==> config.mk <==
export PLATFORM = sky130hd
export DESIGN_NAME = store_merge_unit_flat
export DESIGN_NICKNAME = d
export VERILOG_FILES = /design/src/rtl/store_pkg.sv /design/src/rtl/store_merge_unit_if.sv /design/src/rtl/store_merge_unit_lane_merge.sv /design/src/rtl/store_merge_unit.sv /design/src/flat_wrapper.sv
export SDC_FILE = /design/constraint.sdc
export NUM_CORES = 1
export LEC_CHECK = 0
export BUFFER_PORTS_ARGS = -buffer_cell sky130_fd_sc_hd__buf_2
export CELL_PAD_IN_SITES_DETAIL_PLACEMENT = 0
export CELL_PAD_IN_SITES_GLOBAL_PLACEMENT = 1
export CORE_MARGIN = 10
export CORE_UTILIZATION = 31
export CTS_CLUSTER_DIAMETER = 30
export DETAILED_ROUTE_END_ITERATION = 7
export PLACE_DENSITY = 0.71
export RECOVER_POWER = 25
export SETUP_SLACK_MARGIN = 0.1
export SYNTH_ARGS = -nofsm -noshare
export SYNTH_HDL_FRONTEND = slang
export SYNTH_SLANG_ARGS = --single-unit
==> constraint.sdc <==
create_clock -name clk -period 1.72 [get_ports clk]
set_clock_uncertainty 0.15 [all_clocks]
set_input_delay 0.086 -clock clk [delete_from_list [all_inputs] [get_ports clk]]
set_output_delay 0.086 -clock clk [all_outputs]
set_load 0.05 [all_outputs]
==> src/rtl/store_pkg.sv <==
// rtl/store_pkg.sv - size encodings, FSM states and lane helpers for store_merge_unit
package store_pkg;

  typedef enum logic [1:0] {
    SZ_BYTE = 2'b00,
    SZ_HALF = 2'b01,
    SZ_WORD = 2'b10,
    SZ_RSVD = 2'b11
  } size_e;

  typedef enum logic [2:0] {
    IDLE  = 3'd0,
    CHECK = 3'd1,
    READ  = 3'd2,
    WRITE = 3'd3,
    FIN   = 3'd4
  } state_e;

  // Big-endian lanes: mask bit 3 is bits 31:24, i.e. byte offset 0.
  function automatic logic [3:0] lane_mask(input logic [1:0] size, input logic [1:0] lo);
    case (size)
      SZ_BYTE: lane_mask = 4'b1000 >> lo;
      SZ_HALF: lane_mask = lo[1] ? 4'b0011 : 4'b1100;
      SZ_WORD: lane_mask = 4'b1111;
      default: lane_mask = 4'b0000;
    endcase
  endfunction

  function automatic logic store_misaligned(input logic [1:0] size, input logic [1:0] lo);
    store_misaligned = (size == SZ_RSVD) ||
                       ((size == SZ_HALF) && lo[0]) ||
                       ((size == SZ_WORD) && (lo != 2'b00));
  endfunction

endpackage

==> src/rtl/store_merge_unit_if.sv <==
// rtl/store_merge_unit_if.sv - request and memory-port bundle; mem_be exists only with STORE_BYTE_ENABLE_EN
interface store_merge_unit_if #(
  parameter int DW = 32,
  parameter int AW = 32
);
  logic          start;
  logic [1:0]    size;
  logic [AW-1:0] addr;
  logic [DW-1:0] wdata;
  logic          busy;
  logic          done;
  logic          misaligned;
  logic [AW-1:0] mem_addr;
  logic          mem_rd;
  logic          mem_wr;
  logic [DW-1:0] mem_wdata;
  logic [DW-1:0] mem_rdata;
  logic          mem_ready;
`ifdef STORE_BYTE_ENABLE_EN
  logic [3:0]    mem_be;

  modport master (
    output start, size, addr, wdata, mem_rdata, mem_ready,
    input  busy, done, misaligned, mem_addr, mem_rd, mem_wr, mem_wdata, mem_be
  );
  modport slave (
    input  start, size, addr, wdata, mem_rdata, mem_ready,
    output busy, done, misaligned, mem_addr, mem_rd, mem_wr, mem_wdata, mem_be
  );
`else
  modport master (
    output start, size, addr, wdata, mem_rdata, mem_ready,
    input  busy, done, misaligned, mem_addr, mem_rd, mem_wr, mem_wdata
  );
  modport slave (
    input  start, size, addr, wdata, mem_rdata, mem_ready,
    output busy, done, misaligned, mem_addr, mem_rd, mem_wr, mem_wdata
  );
`endif
endinterface

==> src/rtl/store_merge_unit_lane_merge.sv <==
// rtl/store_merge_unit_lane_merge.sv - places a narrowed operand into its big-endian lanes of a word
module lane_merge
  import store_pkg::*;
(
  input  logic [31:0] old_word_i,
  input  logic [31:0] wdata_i,
  input  logic [1:0]  size_i,
  input  logic [1:0]  addr_lo_i,
  output logic [31:0] merged_o,
  output logic [31:0] placed_o,
  output logic [3:0]  be_o
);

  always_comb begin
    be_o = lane_mask(size_i, addr_lo_i);
    case (size_i)
      SZ_BYTE: placed_o = {4{wdata_i[7:0]}};
      SZ_HALF: placed_o = {2{wdata_i[15:0]}};
      default: placed_o = wdata_i;
    endcase
    // Replication puts the operand in every candidate lane; the mask picks the real one.
    merged_o = old_word_i;
    for (int i = 0; i < 4; i++) begin
      if (be_o[i]) merged_o[8*i +: 8] = placed_o[8*i +: 8];
    end
  end

endmodule

==> src/rtl/store_merge_unit.sv <==
// rtl/store_merge_unit.sv - sb/sh/sw store FSM with read-modify-write; STORE_BYTE_ENABLE_EN selects byte-enable writes
module store_merge_unit
  import store_pkg::*;
#(
  parameter int DW = 32,
  parameter int AW = 32
) (
  input logic              clk,
  input logic              reset,
  store_merge_unit_if.slave bus
);

  state_e        state_q;
  logic [1:0]    size_q;
  logic [1:0]    lo_q;
  logic [DW-1:0] wdata_q;
  logic [AW-1:0] mem_addr_q;
  logic [DW-1:0] mem_wdata_q;
  logic          mem_rd_q;
  logic          mem_wr_q;
  logic          done_q;
  logic          mis_q;
  logic [DW-1:0] merged_d;
  logic [DW-1:0] placed_d;
  logic [3:0]    be_d;

  lane_merge u_lane_merge (
    .old_word_i (bus.mem_rdata),
    .wdata_i    (wdata_q),
    .size_i     (size_q),
    .addr_lo_i  (lo_q),
    .merged_o   (merged_d),
    .placed_o   (placed_d),
    .be_o       (be_d)
  );

`ifdef STORE_BYTE_ENABLE_EN
  logic [3:0] be_q;
  assign bus.mem_be = be_q;
`endif

  always_ff @(posedge clk) begin
    if (reset) begin
      state_q     <= IDLE;
      size_q      <= 2'b00;
      lo_q        <= 2'b00;
      wdata_q     <= '0;
      mem_addr_q  <= '0;
      mem_wdata_q <= '0;
      mem_rd_q    <= 1'b0;
      mem_wr_q    <= 1'b0;
      done_q      <= 1'b0;
      mis_q       <= 1'b0;
`ifdef STORE_BYTE_ENABLE_EN
      be_q        <= 4'b0000;
`endif
    end else begin
      done_q <= 1'b0;
      mis_q  <= 1'b0;
      case (state_q)
        IDLE: begin
          if (bus.start) begin
            size_q     <= bus.size;
            lo_q       <= bus.addr[1:0];
            wdata_q    <= bus.wdata;
            mem_addr_q <= {bus.addr[AW-1:2], 2'b00};
            state_q    <= CHECK;
          end
        end
        CHECK: begin
          if (store_misaligned(size_q, lo_q)) begin
            done_q  <= 1'b1;
            mis_q   <= 1'b1;
            state_q <= FIN;
`ifdef STORE_BYTE_ENABLE_EN
          end else begin
            mem_wdata_q <= placed_d;
            be_q        <= be_d;
            mem_wr_q    <= 1'b1;
            state_q     <= WRITE;
          end
`else
          end else if (size_q == SZ_WORD) begin
            mem_wdata_q <= placed_d;
            mem_wr_q    <= 1'b1;
            state_q     <= WRITE;
          end else begin
            mem_rd_q <= 1'b1;
            state_q  <= READ;
          end
`endif
        end
        READ: begin
          // mem_rdata is only trusted in the ready cycle, so merge and capture here.
          if (bus.mem_ready) begin
            mem_rd_q    <= 1'b0;
            mem_wdata_q <= merged_d;
            mem_wr_q    <= 1'b1;
            state_q     <= WRITE;
          end
        end
        WRITE: begin
          if (bus.mem_ready) begin
            mem_wr_q <= 1'b0;
            done_q   <= 1'b1;
            state_q  <= FIN;
`ifdef STORE_BYTE_ENABLE_EN
            be_q     <= 4'b0000;
`endif
          end
        end
        FIN:     state_q <= IDLE;
        default: state_q <= IDLE;
      endcase
    end
  end

  assign bus.busy       = (state_q != IDLE);
  assign bus.done       = done_q;
  assign bus.misaligned = mis_q;
  assign bus.mem_addr   = mem_addr_q;
  assign bus.mem_rd     = mem_rd_q;
  assign bus.mem_wr     = mem_wr_q;
  assign bus.mem_wdata  = mem_wdata_q;

endmodule

==> src/flat_wrapper.sv <==
// flat-port wrapper written by rule: the top's interface ports become plain ports
module store_merge_unit_flat import store_pkg::*;
#(
  parameter int DW = 32,
  parameter int AW = 32
)
  (clk, reset, bus_start, bus_size, bus_addr, bus_wdata, bus_mem_rdata, bus_mem_ready, bus_busy, bus_done, bus_misaligned, bus_mem_addr, bus_mem_rd, bus_mem_wr, bus_mem_wdata);
  store_merge_unit_if #(.DW(DW), .AW(AW)) bus_i ();
  input logic clk;
  input logic reset;
  input wire logic [$bits(bus_i.start)-1:0] bus_start;
  input wire logic [$bits(bus_i.size)-1:0] bus_size;
  input wire logic [$bits(bus_i.addr)-1:0] bus_addr;
  input wire logic [$bits(bus_i.wdata)-1:0] bus_wdata;
  input wire logic [$bits(bus_i.mem_rdata)-1:0] bus_mem_rdata;
  input wire logic [$bits(bus_i.mem_ready)-1:0] bus_mem_ready;
  output wire logic [$bits(bus_i.busy)-1:0] bus_busy;
  output wire logic [$bits(bus_i.done)-1:0] bus_done;
  output wire logic [$bits(bus_i.misaligned)-1:0] bus_misaligned;
  output wire logic [$bits(bus_i.mem_addr)-1:0] bus_mem_addr;
  output wire logic [$bits(bus_i.mem_rd)-1:0] bus_mem_rd;
  output wire logic [$bits(bus_i.mem_wr)-1:0] bus_mem_wr;
  output wire logic [$bits(bus_i.mem_wdata)-1:0] bus_mem_wdata;
  assign bus_i.start = bus_start;
  assign bus_i.size = bus_size;
  assign bus_i.addr = bus_addr;
  assign bus_i.wdata = bus_wdata;
  assign bus_i.mem_rdata = bus_mem_rdata;
  assign bus_i.mem_ready = bus_mem_ready;
  assign bus_busy = bus_i.busy;
  assign bus_done = bus_i.done;
  assign bus_misaligned = bus_i.misaligned;
  assign bus_mem_addr = bus_i.mem_addr;
  assign bus_mem_rd = bus_i.mem_rd;
  assign bus_mem_wr = bus_i.mem_wr;
  assign bus_mem_wdata = bus_i.mem_wdata;
  store_merge_unit #(.DW(DW), .AW(AW)) u_core (.clk(clk), .reset(reset), .bus(bus_i));
endmodule
==> qor.yml <==
status: "finished, final reports clean"
max_slew_margin: 0.558
routed-via-count: 4866
async_reset_ff_frac: 0
synthCells: 557
wl_met2_mm: 8.17
clock_path_buffers: 2
grt_usage: 0.165
drtPass1Iterations: 5
power_density_nw_per_um2: 979
cts_tree: "built"
dp_slack_ps: -19.1
grt_overflow_total: 0
avgSynthCellArea_um2: 8.18
rsz0062_at_grt: "true"
worst_pin_slew_ps: 667
maxSlewViolCount: 0
wl_per_cell_um: 17.0
critical_path_required_ps: 1860
yosysSeqAreaShare: 0.461
antenna_left: 0
row_count: 44
synth.area.top_cells: "dfxtp_1, nand2_1, a21oi_1, mux2i_1, o211ai_1"
irDropWorstVdd_mv: 0.473
numCtsBuffers: 9
synth_top_area_frac: 0.461
final_nets: 936
grt_first_pass_wirelength_mm: 26.7
power.internal_w: 0.00452
cpPeakStageDelay_ps: 370
viasPerCell: 4.75
drc: 0
die_x_um: 141
seqPwrFrac: 0.397
insertion_delay_ps: 350
finalSetupViolations: 0
fin_area_um2: 7200
switching_share: 0.358
path_common_cell: "buf_6"
fin_crit_sh: 0.968
antenna_found_initial: 2
final_cells: 1025
wl_met3_mm: 1.45
fp.dieH_um: 141
drive_gt1_frac: 0.267
finalPower_w: 0.00705
p_clk_frac: 0.281
drtIter0Drc: 251
post_dp_cell_area_um2: 5710
worst_slack_ps: 54.3
min_period_ps: 1670
synth_seq_cells: 105
grt_pass1_vias: 5017
cp_slowest_cell: "dfxtp_4"
p_leak_nw: 2.97
path_clk_slew_ps: 70
worst_ep_arrival_time_ps: 1810
core_um2: 14500
finalHoldViolations: 0
wl_met1_mm: 7.42
pin_count: 171
synth_cell_type_count: 43
cts.sink_count: 105
synth_commonest_cells: "nand2_1, dfxtp_1, a21oi_1"
path_class: "flip-flop to flip-flop"
syn-cell-area_um2: 4560
dp_hpwl_mm: 11.8
fp.dieArea_um2: 19900
p_comb_frac: 0.321
yosysMostFrequentCell: "nand2_1"
worstSetupStartpointType: "flip-flop"
place_congestion: 0.816
synth_top_cell_by_area: "dfxtp_1"
start_util: 0.315
synth-edff-count: 0
numPlacedInstances: 900
htreeDepth: 3
dr.max_layer_used: "met4"
ys.flop_type: "dfxtp_1"
rrSetupSlack_ps: 50
path_max_fanout: 6
syn_to_final_growth_pct: 58.1
grt_max_degree: 67
path_cells: "buf_6, nor4b_4, a32o_2, buf_6, clkbuf_16, o211ai_1, a21oi_1"
fmax_mhz: 600
routed_wl_mm: 17.4
cts-root-buf: "clkbuf_16"
crit_path_end_kind: "flip-flop"
maxCapViolations: 0
switchingPower_w: 0.00252
io_buffers: 168
yosysWarningCount: 0
hold_path_class: "input pin to flip-flop"
final.setup.tns_ps: 0
sequential cells by signal, summed over array words and instances, names as in the netlist:
name	cells
u_core.state_q	3
u_core.bus.mem_wr	1
u_core.lo_q	2
u_core.wdata_q	32
u_core.bus.mem_rd	1
u_core.bus.done	1
u_core.bus.mem_addr	30
u_core.bus.mem_wdata	32
u_core.size_q	2
u_core.bus.misaligned	1
power groups by stage:
stage | registers (W) | logic (W) | clock network, W
5_1_grt | 0.00283 | 0.00244 | 0.00214
3_3_place_gp | 0.00284 | 0.00190 | 0
4_1_cts | 0.00279 | 0.00219 | 0.00203
3_5_place_dp | 0.00285 | 0.00193 | 0
6_report | 0.00280 | 0.00226 | 0.00198
2_1_floorplan | 0.00327 | 0.000882 | 0
layout by cell type (no fill, tap or decap), types with 2 or more instances in the layout:
master	count
nor3b_1	2
nor2_2	6
buf_12	7
dlygate4sd3_1	99
o21ai_0	17
nand3_1	8
nor2_1	16
buf_16	2
conb_1	2
clkbuf_16	11
nor3_1	2
mux2i_2	2
o211ai_1	16
mux2i_1	30
clkbuf_1	40
nand2_1	176
a211oi_2	6
dfxtp_1	98
clkinv_4	4
buf_4	27
a211oi_1	10
a21oi_1	85
buf_6	6
inv_1	2
dfxtp_2	3
buf_8	2
dfxtp_4	4
and3_1	2
diode_2	2
buf_2	126
nand2b_1	2
per-layer routing:
| metal | vias to the layer above | global-route usage |
|---|---|---|
| li1 | 2451 | - |
| met2 | 164 | 0.264 |
| met4 | 0 | 0.0549 |
| met5 | - | 0 |
| met1 | 2231 | 0.202 |
| met3 | 20 | 0.0581 |
kinds of logic after synthesis:
family | Yosys count | share of synthesized area
buffers and inverters | 48 | 0.0634
flip-flops | 105 | 0.461
AND/OR/NAND/NOR | 224 | 0.204
other | 1 | 0.000823
AO/OA/AOI/OAI | 146 | 0.198
multiplexers | 33 | 0.0725
what timing repair did:
item                       in CTS  in global routing
gates resized for setup        24                 18
hold endpoints to repair       98                  2
buffers inserted                3                  1
cloned                          2                  2
pin swaps                       4                  3
setup endpoints to repair      60                 64
hold buffers                   97                  2
worst paths after layout:
| path | startpoint | to | cells past startpoint |
|---|---|---|---|
| hold reg to reg | u_core.bus.mem_wdata[14]$_SDFFE_PP0P_ | u_core.bus.mem_wdata[14]$_SDFFE_PP0P_ | 2 |
| setup / recovery | u_core.size_q[0]$_SDFFE_PP0P_ | u_core.bus.mem_wdata[22]$_SDFFE_PP0P_ | 7 |
| hold / removal | reset | u_core.wdata_q[2]$_SDFFE_PP0P_ | 2 |
| setup reg to reg | u_core.size_q[0]$_SDFFE_PP0P_ | u_core.bus.mem_wdata[22]$_SDFFE_PP0P_ | 7 |
layout make-up:
cell class	instances	area [um2]
multi-input cells	405	2240
inverters	2	7.51
well taps	184	230
clock inverters	7	56.3
diodes	2	5.00
fillers	1398	7280
clock buffers	9	225
repair buffers	311	2320
flip-flops and latches	105	2120
metrics by stage:
stage	hold slack [ps]	util
4_1_cts	3.36	0.491
3_5_place_dp	184	0.395
2_1_floorplan	25.7	-
6_report	95.1	0.497
3_3_place_gp	176	0.395
5_1_grt	111	0.497
worst max-delay path, delay by kind of cell (launching register included):
| kind | cells | cell delay (ps) |
|---|---|---|
| buf+inv | 3 | 440 |
| flops | 1 | 370 |
| simple gates | 1 | 220 |
| compound gates | 3 | 430 |
No activity file was read; power rests on OpenSTA's default activity.
